<file path="src/rtl/iris_argmax_if.sv">
// Decision-stage port bundle: score input strobe, result handshake and status flags.
interface iris_argmax_if #(
  parameter int DATA_WIDTH  = 8,
  parameter int NUM_CLASSES = 3,
  parameter int CLASS_W     = $clog2(NUM_CLASSES)
);
  logic                              En;
  logic                              In_Valid;
  logic [NUM_CLASSES*DATA_WIDTH-1:0] Y_Bus;
  logic                              Out_Ready;
  logic                              Out_Valid;
  logic [CLASS_W-1:0]                Class;
  logic [DATA_WIDTH-1:0]             Max_Val;
  logic                              Tie;
  logic                              Busy;
  logic                              Overrun;

  modport master (
    output En, In_Valid, Y_Bus, Out_Ready,
    input  Out_Valid, Class, Max_Val, Tie, Busy, Overrun
  );

  modport slave (
    input  En, In_Valid, Y_Bus, Out_Ready,
    output Out_Valid, Class, Max_Val, Tie, Busy, Overrun
  );
endinterface

</file>
<file path="src/rtl/iris_argmax.sv">
// Argmax stage: captures NUM_CLASSES signed scores, scans one per En cycle; optional IRIS_ARGMAX_TIE_DETECT_EN drives Tie.
// Latency NUM_CLASSES-1 En cycles to Out_Valid; result held until Out_Ready; In_Valid while Busy is dropped and flags Overrun.
module iris_argmax #(
  parameter int DATA_WIDTH  = 8,
  parameter int NUM_CLASSES = 3,
  parameter int CLASS_W     = $clog2(NUM_CLASSES)
) (
  input logic          clk,
  input logic          rst,
  iris_argmax_if.slave bus
);
  localparam logic [CLASS_W-1:0] LAST_IDX = CLASS_W'(NUM_CLASSES - 1);

  typedef enum logic [1:0] {
    IDLE    = 2'd0,
    COMPARE = 2'd1,
    OUTPUT  = 2'd2
  } state_t;

  state_t state, state_nxt;

  logic signed [DATA_WIDTH-1:0] yr [NUM_CLASSES];
  logic signed [DATA_WIDTH-1:0] best, best_nxt, cur, max_r;
  logic [CLASS_W-1:0]           idx, idx_nxt, cnt, class_r;
  logic                         out_valid, overrun, gt;
  logic                         start, step, last, accept, flush;

  assign cur      = yr[cnt];
  assign gt       = cur > best;
  assign best_nxt = gt ? cur : best;
  assign idx_nxt  = gt ? cnt : idx;

  always_ff @(posedge clk or negedge rst) begin
    if (!rst) state <= IDLE;
    else      state <= state_nxt;
  end

  always_comb begin
    state_nxt = state;
    start     = 1'b0;
    step      = 1'b0;
    last      = 1'b0;
    accept    = 1'b0;
    flush     = 1'b0;
    case (state)
      IDLE: begin
        if (bus.En && bus.In_Valid) begin
          start     = 1'b1;
          state_nxt = COMPARE;
        end
      end
      COMPARE: begin
        if (bus.En) begin
          step = 1'b1;
          if (cnt == LAST_IDX) begin
            last      = 1'b1;
            state_nxt = OUTPUT;
          end
        end
      end
      OUTPUT: begin
        if (bus.En && out_valid && bus.Out_Ready) begin
          accept    = 1'b1;
          state_nxt = IDLE;
        end
      end
      default: begin
        // Recover from a corrupted encoding without presenting a stale result
        flush     = 1'b1;
        state_nxt = IDLE;
      end
    endcase
  end

  always_ff @(posedge clk or negedge rst) begin
    if (!rst) begin
      for (int i = 0; i < NUM_CLASSES; i++) yr[i] <= '0;
      best      <= '0;
      idx       <= '0;
      cnt       <= '0;
      class_r   <= '0;
      max_r     <= '0;
      out_valid <= 1'b0;
      overrun   <= 1'b0;
    end else begin
      if (flush) out_valid <= 1'b0;
      if (bus.En) begin
        if (start) begin
          for (int i = 0; i < NUM_CLASSES; i++)
            yr[i] <= bus.Y_Bus[i*DATA_WIDTH +: DATA_WIDTH];
          best <= bus.Y_Bus[DATA_WIDTH-1:0];
          idx  <= '0;
          cnt  <= CLASS_W'(1);
        end
        if (step) begin
          best <= best_nxt;
          idx  <= idx_nxt;
          cnt  <= cnt + CLASS_W'(1);
        end
        if (last) begin
          class_r   <= idx_nxt;
          max_r     <= best_nxt;
          out_valid <= 1'b1;
        end
        if (accept) out_valid <= 1'b0;
        // Any strobe outside IDLE, including on the accepting edge, is lost
        if (bus.In_Valid && state != IDLE) overrun <= 1'b1;
      end
    end
  end

`ifdef IRIS_ARGMAX_TIE_DETECT_EN
  logic tie_r, tie_nxt, tie_o;

  always_comb begin
    tie_nxt = tie_r;
    if (gt)                tie_nxt = 1'b0;
    else if (cur == best)  tie_nxt = 1'b1;
  end

  always_ff @(posedge clk or negedge rst) begin
    if (!rst) begin
      tie_r <= 1'b0;
      tie_o <= 1'b0;
    end else if (bus.En) begin
      if (start)     tie_r <= 1'b0;
      else if (step) tie_r <= tie_nxt;
      if (last)      tie_o <= tie_nxt;
    end
  end

  assign bus.Tie = tie_o;
`else
  assign bus.Tie = 1'b0;
`endif

  assign bus.Out_Valid = out_valid;
  assign bus.Class     = class_r;
  assign bus.Max_Val   = max_r;
  assign bus.Busy      = (state != IDLE);
  assign bus.Overrun   = overrun;
endmodule

</file>
<file path="src/flat_wrapper.sv">
// flat-port wrapper written by rule: the top's interface ports become plain ports
module iris_argmax_flat 
#(
  parameter int DATA_WIDTH  = 8,
  parameter int NUM_CLASSES = 3,
  parameter int CLASS_W     = $clog2(NUM_CLASSES)
)
  (clk, rst, bus_En, bus_In_Valid, bus_Y_Bus, bus_Out_Ready, bus_Out_Valid, bus_Class, bus_Max_Val, bus_Tie, bus_Busy, bus_Overrun);
  iris_argmax_if #(.DATA_WIDTH(DATA_WIDTH), .NUM_CLASSES(NUM_CLASSES), .CLASS_W(CLASS_W)) bus_i ();
  input logic clk;
  input logic rst;
  input wire logic [$bits(bus_i.En)-1:0] bus_En;
  input wire logic [$bits(bus_i.In_Valid)-1:0] bus_In_Valid;
  input wire logic [$bits(bus_i.Y_Bus)-1:0] bus_Y_Bus;
  input wire logic [$bits(bus_i.Out_Ready)-1:0] bus_Out_Ready;
  output wire logic [$bits(bus_i.Out_Valid)-1:0] bus_Out_Valid;
  output wire logic [$bits(bus_i.Class)-1:0] bus_Class;
  output wire logic [$bits(bus_i.Max_Val)-1:0] bus_Max_Val;
  output wire logic [$bits(bus_i.Tie)-1:0] bus_Tie;
  output wire logic [$bits(bus_i.Busy)-1:0] bus_Busy;
  output wire logic [$bits(bus_i.Overrun)-1:0] bus_Overrun;
  assign bus_i.En = bus_En;
  assign bus_i.In_Valid = bus_In_Valid;
  assign bus_i.Y_Bus = bus_Y_Bus;
  assign bus_i.Out_Ready = bus_Out_Ready;
  assign bus_Out_Valid = bus_i.Out_Valid;
  assign bus_Class = bus_i.Class;
  assign bus_Max_Val = bus_i.Max_Val;
  assign bus_Tie = bus_i.Tie;
  assign bus_Busy = bus_i.Busy;
  assign bus_Overrun = bus_i.Overrun;
  iris_argmax #(.DATA_WIDTH(DATA_WIDTH), .NUM_CLASSES(NUM_CLASSES), .CLASS_W(CLASS_W)) u_core (.clk(clk), .rst(rst), .bus(bus_i));
endmodule
</file>
<file path="config.mk">
export PLATFORM = sky130hd
export DESIGN_NAME = iris_argmax_flat
export DESIGN_NICKNAME = d
export VERILOG_FILES = /design/src/rtl/iris_argmax_if.sv /design/src/rtl/iris_argmax.sv /design/src/flat_wrapper.sv
export SDC_FILE = /design/constraint.sdc
export NUM_CORES = 1
export LEC_CHECK = 0
export ABC_CLOCK_PERIOD_IN_PS = 3300
export BUFFER_PORTS_ARGS = -buffer_cell sky130_fd_sc_hd__buf_2
export CAP_MARGIN = 10
export CORE_MARGIN = 4
export CORE_UTILIZATION = 50
export DETAILED_ROUTE_END_ITERATION = 10
export PLACE_DENSITY = 0.71
export SETUP_SLACK_MARGIN = 0.1
export SLEW_MARGIN = 40
export SYNTH_ARGS = -nofsm -noshare
export SYNTH_HDL_FRONTEND = slang
export SYNTH_SLANG_ARGS = --single-unit
</file>
<file path="constraint.sdc">
create_clock -name clk -period 3.3 [get_ports clk]
set_input_delay 0.495 -clock clk [delete_from_list [all_inputs] [get_ports clk]]
set_output_delay 0.495 -clock clk [all_outputs]
set_load 0.05 [all_outputs]
</file>
-- Word-level counts from Yosys, hierarchy flattened
Index checks and enable logic that the tools add are counted.
- bits in registers: 50
- output and inout bits: 14
- word-level logic and storage cells: 64
- add/subtract/negate cells: 1
- order comparisons: 2
- eq/ne operators: 7
- multiplexer cells: 29
- bitwise operators: 1
- reduce and logical (&&, ||, !) cells: 13
- operators by type and width (kind ; count):
    two-way mux 8 bit ; 5
    two-way mux 2 bit ; 9
    binary-select mux 8 bit (select 2 bit) ; 1
    two-way mux 1 bit ; 13
    greater-than comparator 8 bit ; 1
    AND reduction 2 bit ; 4
    != test 2 x 1 -> 1 bit (second input constant) ; 3
    one-hot mux 2 bit (3 select lines) ; 1
    == test 2 bit (second input constant) ; 2
    logical AND 1 bit ; 4
    AND reduction 4 bit ; 1
    nonzero test 2 bit ; 2
    >= comparator 3 bit (second input constant) ; 1
    inverter 2 -> 3 bit ; 1
    OR reduction 3 bit ; 1
    adder 2 x 1 -> 2 bit (second input constant) ; 1
    == test 2 x 1 -> 1 bit (second input constant) ; 1
    zero test 2 bit ; 1
    != test 2 bit (second input constant) ; 1

-- Depth between registers and ports, before layout
Gate-level depths: netlist of run 1.
- word-level depth: 7
- depth in mapped cells: 13

-- Worst setup path before layout of run 1
No wires, ideal clock.
- kind: flip-flop to flip-flop
- start: register u_core.cnt[1]
- end: register u_core.class_r[1] (netlist: u_core.bus.Class[1])
- arrival time: 2.521 ns
- data required time: 3.175 ns
- setup slack: 0.654 ns
- stages on the path, launching flop included: 11
- path buffers: 1
- clock period less this slack: 2.646 ns
- cells stage by stage: dfrtp_1 -> buf_2 -> mux2i_1 -> o21ai_0 -> ha_1 -> a21o_1 -> a2111oi_2 -> a211o_2 -> nand2_1 -> mux2_1 -> mux2_2
- longest elaborated chain between the ends: 6
- elaborated cells between the ends (all ways): 11
- those cells by class: order compare (1); eq/ne (1); mux (7); bitwise (1); reduce/logical (1)
- RTL lines (item ; line ; source):
    start, declared ; iris_argmax.sv:24 ; logic [CLASS_W-1:0] idx, idx_nxt, cnt, class_r;
    start signal, assigned ; iris_argmax.sv:98 ; cnt <= cnt + CLASS_W'(1);
    inverter 2 -> 3 bit (implied by the code) ; iris_argmax.sv:28 ; assign cur = yr[cnt];
    binary-select mux 8 bit (select 2 bit) ; iris_argmax.sv:28 ;
    two-way mux 8 bit (implied by the code) (2 in a row) ; iris_argmax.sv:28 ;
    greater-than comparator 8 bit ; iris_argmax.sv:29 ; assign gt = cur > best;
    two-way mux 2 bit ; iris_argmax.sv:31 ; assign idx_nxt = gt ? cnt : idx;
    end signal, assigned ; iris_argmax.sv:101 ; class_r <= idx_nxt;
    end, declared ; iris_argmax.sv:24 ;
Parallel ways exist; a longest one is shown, timed or not. The select of a mux whose other input is x is not followed.
A chain may end at the register's enable or synchronous reset.

-- Worst setup path after layout of run 1
Same ends and word-level chain as after synthesis.

==> flow_summary.yaml, run 1 <==
outcome:
  outcome: "finished, final reports clean"
worst_setup_path:
  startpoint_type: "register"
  reg2reg_to: "u_core.bus.Class[1]"
  cp_slowest_stage_delay_ns: 0.60
  path_delay_family: "compound AO/OA/AOI/OAI gates"
  rrSetupSlack_ns: 0.41
  path_cells: "buf_4 -> mux2i_1 -> o21ai_0 -> ha_1 -> nand4_1 -> nor2_1 -> a211o_2 -> nand2_1 -> mux2_1 -> mux2_2"
  slowest_stage: "dfrtp_1"
  r2r_start: "u_core.cnt[1]"
  cp_max_fo: 8
  cp.buffers_inverters: 1
  cp_data_arrival_time_ns: 3.08
  crit_path_end_kind: "register"
  required_ns: 3.48
  ff2ff_path_depth: 10
  crit_type: "reg -> reg"
yosys:
  synthFlopType: "dfrtp_1"
  ys_ff_latch: 50
  synth_edf_count: 0
  syn_area_mm2: 0.00241
  netlist_instances: 249
  yosysSeqAreaShare_pct: 51.9
  syn_area_per_cell_um2: 9.68
  synthArstFlopShare_pct: 100
  synth_nets: 287
  yosysWarnings: 0
  synth_cell_types: 31
die:
  coreArea_mm2: 0.00469
  io_pins: 43
  num_rows: 25
  dieHeight_um: 77.4
  die_width_um: 77.4
  start_util_pct: 51.4
  dieArea_mm2: 0.00600
layout:
  drive_gt1_share_pct: 20.3
  regArea_mm2: 0.00125
  fillers: 451
  diodes: 0
  multiInputGateArea_mm2: 0.00107
  final_area_mm2: 0.00276
  fin_nets: 329
  area_growth_pct: 14.3
clocking:
  cts.sink_count: 50
  cts.path.max_buffers: 2
  clock-root-buffer: "clkbuf_8"
  tritoncts: "done"
  worstSkewPairLatency_ns: 0.30
  postCtsSetupBuffers: 0
  hold_buffers: 0
  cts.clk_slew.worst_paths_ns: 0.09
  cts_inserted_buffers: 5
  htree_levels: 2
route:
  vias_per_cell: 5.29
  ant_nets: 0
  dr.pass1.iters: 4
  drcViolationCount: 0
  via_count: 1824
  drt_iter0_markers: 88
  routed_wirelength_mm: 4.73
  wl_per_cell_um: 13.7
sta:
  fin_setup_tns_ns: 0
  hold_viol: 0
  whs_ns: 0.197
  slew_viol_final: 0
  clock_skew_ns: 0.00993
  rsz0062_at_grt: "no"
  tightest_slew_ns: 0.710
  max_slew_margin_pct: 52.5
  timing.final.crit_share_pct: 87.7
  finalWorstSetupSlack_ns: 0.407
  fin_crit_ns: 2.89
  setup_violations: 0
  fmax_ghz: 0.346
worst_hold_path:
  hold_path.class: "in -> async"
placed_design:
  pre_cts_ws_ns: 0.395
  dpl-instance-area_mm2: 0.00268
  io_buffers: 41
  post-dp-hpwl_mm: 3.52
  place_congestion: 0.772
grt:
  grt_overflow_total: 0
  track_usage_pct: 17.3
  grt_pass1_vias: 1759
  grt_pass1_wl_mm: 8.50
  grt_max_degree: 51
  antenna_found_initial: 0
run:
  drv_cap: 0
pwr:
  ir_worst_vdd_mv: 0.506
  powerDensity_mw_per_mm2: 1100
  power_w: 0.00304
  p_leak_nw: 1.48
[where the power goes]
part | leakage (nW) | internal [W] | switching, W
clock network | 0.0383 | 0.000147 | 0.000189
logic | 0.813 | 0.000671 | 0.000959
registers | 0.630 | 0.000886 | 0.000188
total | 1.48 | 0.00170 | 0.00134
[synthesized netlist by cell type, drive strengths merged, types with 5 or more instances]
master / instances / area (um2)
mux2i: 16 / 160
clkbuf: 5 / 18.8
nand2: 74 / 278
buf: 6 / 32.5
a21o: 9 / 67.6
inv: 12 / 45.0
ha: 9 / 113
o21ai: 19 / 95.1
nor2: 8 / 32.5
dfrtp: 50 / 1250
a221o: 9 / 90.1
and2: 8 / 50.1
[through the flow]
step | util (%) | instances
2_1_floorplan | - | 249
3_3_place_gp | 56.9 | 338
3_5_place_dp | 57.1 | 338
4_1_cts | 58.7 | 345
5_1_grt | 58.7 | 345
6_report | 58.7 | 345
[cells in the final DEF (no fill, tap or decap), types with 2 or more instances in the layout]
cell type	n
a21o_1	9
dfrtp_1	50
a221o_1	9
clkbuf_1	2
clkbuf_8	5
buf_4	6
nor2_1	6
nor2_2	2
nand4_1	2
ha_1	9
nor2b_1	2
nand3_1	2
mux2_2	2
o21ai_0	19
a21oi_1	3
nand2_1	74
and2_1	8
inv_1	12
mux2i_1	16
buf_2	40
[sequential cells by signal, indices dropped and copies added, names as in the netlist]
name                  flops
u_core.best               8
u_core.bus.Class          2
u_core.bus.Max_Val        8
u_core.bus.Out_Valid      1
u_core.bus.Overrun        1
u_core.cnt                2
u_core.idx                2
u_core.state              2
u_core.yr                24
[cell type report]
cell class                      instances  share of cell area (%)
Sequential cell                        50                    45.4
Timing Repair Buffer                   46                    8.90
Multi-Input combinational cell        176                    38.9
Clock buffer                            7                    2.77
Tap cell                               54                    2.45
Inverter                               12                    1.63
[logic make-up after synthesis]
family,synth area share (%)
AND/OR/NAND/NOR,17.2
flip-flops,51.9
AO/OA/AOI/OAI,14.1
buffers and inverters,4.00
multiplexers,8.04
adder cells (fa/ha/maj),4.67
other,0.156
[per-layer routing]
| layer | global-route usage (%) | part of all wire [%] | vias up |
|---|---|---|---|
| met4 | 4.27 | 1.0 | 0 |
| met1 | 25.6 | 51 | 856 |
| met5 | 0 | 0 | - |
| met3 | 3.60 | 4.0 | 6 |
| li1 | - | - | 924 |
| met2 | 26.1 | 44 | 38 |
[how the worst max path moves through the flow]
stage	cells past startpoint	start	endpoint	slack [ns]
5_1_grt	11	u_core.cnt[1]	u_core.bus.Max_Val[7]	0.19
4_1_cts	10	u_core.cnt[1]	u_core.bus.Class[1]	0.37
2_1_floorplan	10	u_core.cnt[1]	u_core.bus.Class[1]	0.65
6_report	10	u_core.cnt[1]	u_core.bus.Class[1]	0.41
3_3_place_gp	10	u_core.cnt[1]	u_core.bus.Class[1]	0.47
3_5_place_dp	10	u_core.cnt[1]	u_core.bus.Class[1]	0.40
[what timing repair did]
| item | in CTS | in global routing |
|---|---|---|
| gates resized for setup | 0 | 1 |
| endpoints found under the setup margin | 0 | 1 |
| endpoints found under the hold margin | 0 | 0 |
Note: power is estimated with default switching activity, not from simulation.
==> run 2: changes to the inputs <==
--- a/config.mk
+++ b/config.mk
@@ -11,6 +11,7 @@
 export CORE_MARGIN = 4
 export CORE_UTILIZATION = 50
 export DETAILED_ROUTE_END_ITERATION = 10
+export GPL_TIMING_DRIVEN = 0
 export PLACE_DENSITY = 0.71
 export SETUP_SLACK_MARGIN = 0.1
 export SLEW_MARGIN = 40
==> run 2 against run 1 <==
- flip-flop and latch count unchanged
- worst setup slack worse by 0.094 ns
- first-iteration DRC count decreased by 6.8%
- global-route usage is 0.20 points higher
- critical path depth did not move
- clock skew decreased by 0.0047 ns
- worst hold slack better by 0.0083 ns
- power up 2.3%
- final cell count is 2.0% higher
- critical endpoint unchanged
==> flow_summary.yaml, run 2 (same netlist as run 1, synthesis figures left out) <==
sta:
  slew_viol_final: 0
  fin_crit_ns: 2.99
  fin_setup_tns_ns: 0
  fmax_ghz: 0.335
  rsz0062_at_grt: "no"
  clock_skew_ns: 0.00526
  setup_violations: 0
  timing.final.crit_share_pct: 90.5
  finalWorstSetupSlack_ns: 0.313
  hold_viol: 0
  max_slew_margin_pct: 58.5
  tightest_slew_ns: 0.622
layout:
  final_area_mm2: 0.00279
  area_growth_pct: 15.8
  finish.utilization_pct: 59.5
  final_common_cell: "nand2_1"
  diodes: 0
  drive_gt1_share_pct: 19.8
  fin_nets: 335
  regMostFlops: "u_core.yr"
  mostFrequentLayoutCells: "74 x nand2_1, 50 x dfrtp_1, 45 x buf_2"
  largest_reg_flops: 24
die:
  coreArea_mm2: 0.00469
  dieArea_mm2: 0.00600
  io_pins: 43
  start_util_pct: 51.4
  die_width_um: 77.4
  num_rows: 25
  dieHeight_um: 77.4
placed_design:
  pre_cts_ws_ns: 0.311
  io_buffers: 41
  place_congestion: 0.791
  dpl-instance-area_mm2: 0.00269
  post-dp-hpwl_mm: 3.59
route:
  vias_per_cell: 5.26
  wl_per_cell_um: 13.8
  routed_wirelength_mm: 4.86
  drt_iter0_markers: 82
  dr.pass1.iters: 4
  via_count: 1850
  ant_nets: 0
  drcViolationCount: 0
pwr:
  p_int_w: 0.00176
  power.switching_w: 0.00135
  seqPwrFrac_pct: 33.8
  powerDensity_mw_per_mm2: 1110
  clkPwrFrac_pct: 13.4
  comb_power_share_pct: 52.8
  ir_worst_vdd_mv: 0.452
  p_leak_nw: 1.50
  switching_share_pct: 43.4
grt:
  grt_overflow_total: 0
  grt_max_degree: 51
  track_usage_pct: 17.5
  grt_pass1_wl_mm: 8.36
  grt_pass1_vias: 1802
  antenna_found_initial: 0
clocking:
  htree_levels: 2
  hold_buffers: 0
  tritoncts: "done"
  cts_inserted_buffers: 5
  cts.clk_slew.worst_paths_ns: 0.09
  cts.path.max_buffers: 2
  clock-root-buffer: "clkbuf_8"
  cts.sink_count: 50
  worstSkewPairLatency_ns: 0.30
worst_setup_path:
  startpoint_type: "register"
  slowest_stage: "dfrtp_1"
  cp_max_fo: 10
  cp_slowest_stage_delay_ns: 0.48
  cp_data_arrival_time_ns: 3.17
  crit_path_end_kind: "register"
  required_ns: 3.48
  path_cells: "buf_2 -> mux2i_1 -> o21ai_0 -> ha_1 -> a21o_1 -> a2111oi_2 -> a211o_2 -> nand2_1 -> mux2_1 -> mux2_2"
  crit_type: "reg -> reg"
run:
  drv_cap: 0
outcome:
  outcome: "finished, final reports clean"
worst_hold_path:
  hold_path.class: "in -> async"
## run 2: cell types whose count changed in the layout (fill, tap and decap cells not counted), sizes merged
cell | before | now
buf | 46 | 47
bufinv | 0 | 1
clkbuf | 7 | 12
## run 2: metrics by stage
stage | std cells | total power [W] | hold slack, ns
after floorplan | 249 | 0.00232 | 0.199
after global placement | 344 | 0.00266 | 0.455
after detailed placement | 344 | 0.00270 | 0.462
after CTS | 352 | 0.00313 | 0.223
after global routing | 352 | 0.00337 | 0.253
final | 352 | 0.00311 | 0.206
## run 2: path summary, 6_finish.rpt
kind / to / slack [ns] / cells past startpoint / from
min reg2reg: u_core.bus.Max_Val[6] / 0.48 / 2 / u_core.bus.Max_Val[6]
max: u_core.bus.Class[1] / 0.31 / 10 / u_core.cnt[1]
max in group asynchronous: u_core.state[0] / 2.67 / 1 / rst
min: u_core.bus.Max_Val[5] / 0.21 / 1 / rst
max reg2reg: u_core.bus.Class[1] / 0.31 / 10 / u_core.cnt[1]
min in group clk: u_core.yr[12] / 0.38 / 3 / bus_Y_Bus[12]
## run 2: routing by layer
layer	track usage (%)	wire length, um
met5	0	0
met2	28.8	2310
met4	6.05	24
met3	4.06	264
met1	22.9	2260
## run 2: layout make-up
type                            instances  area, um2
Fill cell                             425       1900
Clock buffer                            7       76.3
Inverter                               12       45.0
Clock inverter                          1       30.0
Tap cell                               54       67.6
Buffer                                 11       51.3
Sequential cell                        50       1250
Timing Repair Buffer                   41        208
Multi-Input combinational cell        176       1060
## run 2: worst max-delay path, delay by kind of cell, from the launching register on
family,cells,cell delay [ns]
adders and majority gates,1,0.32
muxes,3,0.70
DFF,1,0.48
and+or+nand+nor,1,0.06
buffers and inverters,1,0.33
AOI/OAI and AO/OA,4,0.98
## run 2: power groups by stage
| stage | Sequential [W] | Combinational (W) | Clock (W) |
|---|---|---|---|
| after global placement | 0.00105 | 0.00161 | 0 |
| after global routing | 0.00109 | 0.00183 | 0.000447 |
| after floorplan | 0.00120 | 0.00112 | 0 |
| after CTS | 0.00105 | 0.00165 | 0.000425 |
| final | 0.00105 | 0.00164 | 0.000416 |
| after detailed placement | 0.00107 | 0.00164 | 0 |
## run 2: repair_timing
item	CTS	global route
buffers inserted	0	0
resized for setup	0	1
setup endpoints to repair	0	8
==> run 3: changes to the inputs <==
--- a/config.mk
+++ b/config.mk
@@ -12,7 +12,7 @@
 export CORE_UTILIZATION = 50
 export DETAILED_ROUTE_END_ITERATION = 10
 export GPL_TIMING_DRIVEN = 0
-export PLACE_DENSITY = 0.71
+export PLACE_DENSITY = 0.84
 export SETUP_SLACK_MARGIN = 0.1
 export SLEW_MARGIN = 40
 export SYNTH_ARGS = -nofsm -noshare
==> run 3 against run 2 <==
- global-route usage is 0.088 points higher
- cell area is 1.3% higher
- sequential share of layout area is 0.57 points lower
- worst setup slack worse by 0.086 ns
- register-to-register slack worse by 0.09 ns
- worst hold slack worse by 0.014 ns
- core utilization is 0.77 points higher
- maximum frequency is 2.8% lower
- clock power is 26% higher
- die area stayed put
- non-clock buffer count stayed put
- power is 4.2% higher
==> flow_summary.yaml, run 3 (same netlist as run 1, synthesis figures left out) <==
outcome:
  outcome: "finished, final reports clean"
clocking:
  tritoncts: "done"
  htree_levels: 2
  hold_buffers: 0
  cts.path.max_buffers: 2
  cts.clk_slew.worst_paths_ns: 0.09
  clock-root-buffer: "clkbuf_8"
  cts_inserted_buffers: 5
  worstSkewPairLatency_ns: 0.31
  cts.sink_count: 50
grt:
  grt_pass1_wl_mm: 8.40
  antenna_found_initial: 0
  grt_max_degree: 51
  grt_overflow_total: 0
  track_usage_pct: 17.6
  grt_pass1_vias: 1803
placed_design:
  pre_cts_ws_ns: 0.273
  place_congestion: 0.833
  post-dp-hpwl_mm: 3.74
  io_buffers: 41
  dpl-instance-area_mm2: 0.00269
worst_setup_path:
  required_ns: 3.49
  startpoint_type: "register"
  crit_path_end_kind: "register"
  cp_max_fo: 10
  ff2ff_path_depth: 11
  r2r_start: "u_core.cnt[1]"
  crit_type: "reg -> reg"
  cp_data_arrival_time_ns: 3.26
  reg2reg_to: "u_core.bus.Max_Val[2]"
  rrSetupSlack_ns: 0.23
layout:
  final_common_cell: "nand2_1"
  mostFrequentLayoutCells: "74 x nand2_1, 50 x dfrtp_1, 45 x buf_2"
  regMostFlops: "u_core.yr"
  largest_reg_flops: 24
  fin_nets: 335
  diodes: 0
  drive_gt1_share_pct: 20.5
  area_growth_pct: 17.3
  final_area_mm2: 0.00283
route:
  drcViolationCount: 0
  routed_wirelength_mm: 4.98
  wl_per_cell_um: 14.1
  vias_per_cell: 5.41
  via_count: 1906
  ant_nets: 0
  dr.pass1.iters: 4
  drt_iter0_markers: 137
sta:
  clock_skew_ns: 0.0101
  timing.final.crit_share_pct: 93.1
  max_slew_margin_pct: 60.2
  fin_setup_tns_ns: 0
  hold_viol: 0
  fin_crit_ns: 3.07
  fmax_ghz: 0.325
  tightest_slew_ns: 0.596
  rsz0062_at_grt: "no"
  finalWorstSetupSlack_ns: 0.228
  setup_violations: 0
  slew_viol_final: 0
pwr:
  ir_worst_vdd_mv: 0.475
  p_leak_nw: 1.52
  powerDensity_mw_per_mm2: 1140
die:
  dieArea_mm2: 0.00600
  start_util_pct: 51.4
  dieHeight_um: 77.4
  io_pins: 43
  num_rows: 25
  die_width_um: 77.4
  coreArea_mm2: 0.00469
worst_hold_path:
  hold_path.class: "in -> async"
run:
  drv_cap: 0
-- run 3: cell type report --
type	count	area, um2
repair buffers	41	208
inverters	12	45.0
multi-input cells	176	1060
plain buffers	11	51.3
clock inverters	2	60.1
fillers	408	1860
clock buffers	6	82.6
well taps	54	67.6
flip-flops and latches	50	1250
-- run 3: report_power, final --
| group | leakage (nW) | switching [W] | internal [W] |
|---|---|---|---|
| logic | 0.822 | 0.00100 | 0.000650 |
| clock network | 0.0714 | 0.000200 | 0.000323 |
| registers | 0.630 | 0.000176 | 0.000886 |
| total | 1.52 | 0.00138 | 0.00186 |
-- run 3: worst max-delay path by stage --
| stage | start | endpoint | slack, ns | cells past startpoint |
|---|---|---|---|---|
| after floorplan | u_core.cnt[1] | u_core.bus.Class[1] | 0.65 | 10 |
| after global placement | u_core.cnt[1] | u_core.bus.Max_Val[2] | 0.36 | 11 |
| after detailed placement | u_core.cnt[1] | u_core.bus.Max_Val[2] | 0.27 | 11 |
| after CTS | u_core.cnt[1] | u_core.bus.Max_Val[2] | 0.27 | 11 |
| after global routing | u_core.cnt[1] | u_core.bus.Max_Val[2] | 0.11 | 11 |
| final | u_core.cnt[1] | u_core.bus.Max_Val[2] | 0.23 | 11 |
-- run 3: per-layer routing --
layer | track usage (%) | up-vias | part of all wire [%]
li1 | - | 938 | -
met1 | 23.4 | 903 | 44
met2 | 27.7 | 58 | 48
met3 | 4.06 | 7 | 6.2
met4 | 7.47 | 0 | 1.9
met5 | 0 | - | 0
-- run 3: metrics by stage --
stage               total power [W]  utilization [%]  instances  hold slack, ns
floorplan                   0.00232                -        249           0.199
global placement            0.00265             57.2        344           0.457
detailed placement          0.00272             57.3        344           0.463
CTS                         0.00325             60.3        352           0.220
global route                0.00348             60.3        352           0.257
finish                      0.00324             60.3        352           0.192
-- run 3: what timing repair did --
item | CTS | global route
buffers inserted | 0 | 0
setup endpoints to repair | 0 | 13
gates resized for setup | 0 | 1
-- run 3: critical path, stage by stage (launching register included) --
cell and delay [ns]:
dfrtp_1 0.50, buf_2 0.35, mux2i_1 0.11, o21ai_0 0.40
ha_1 0.32, nand4_1 0.12, nor2_1 0.08, a211o_2 0.33
nand2_1 0.09, buf_2 0.29, mux2i_1 0.27, o21ai_0 0.10
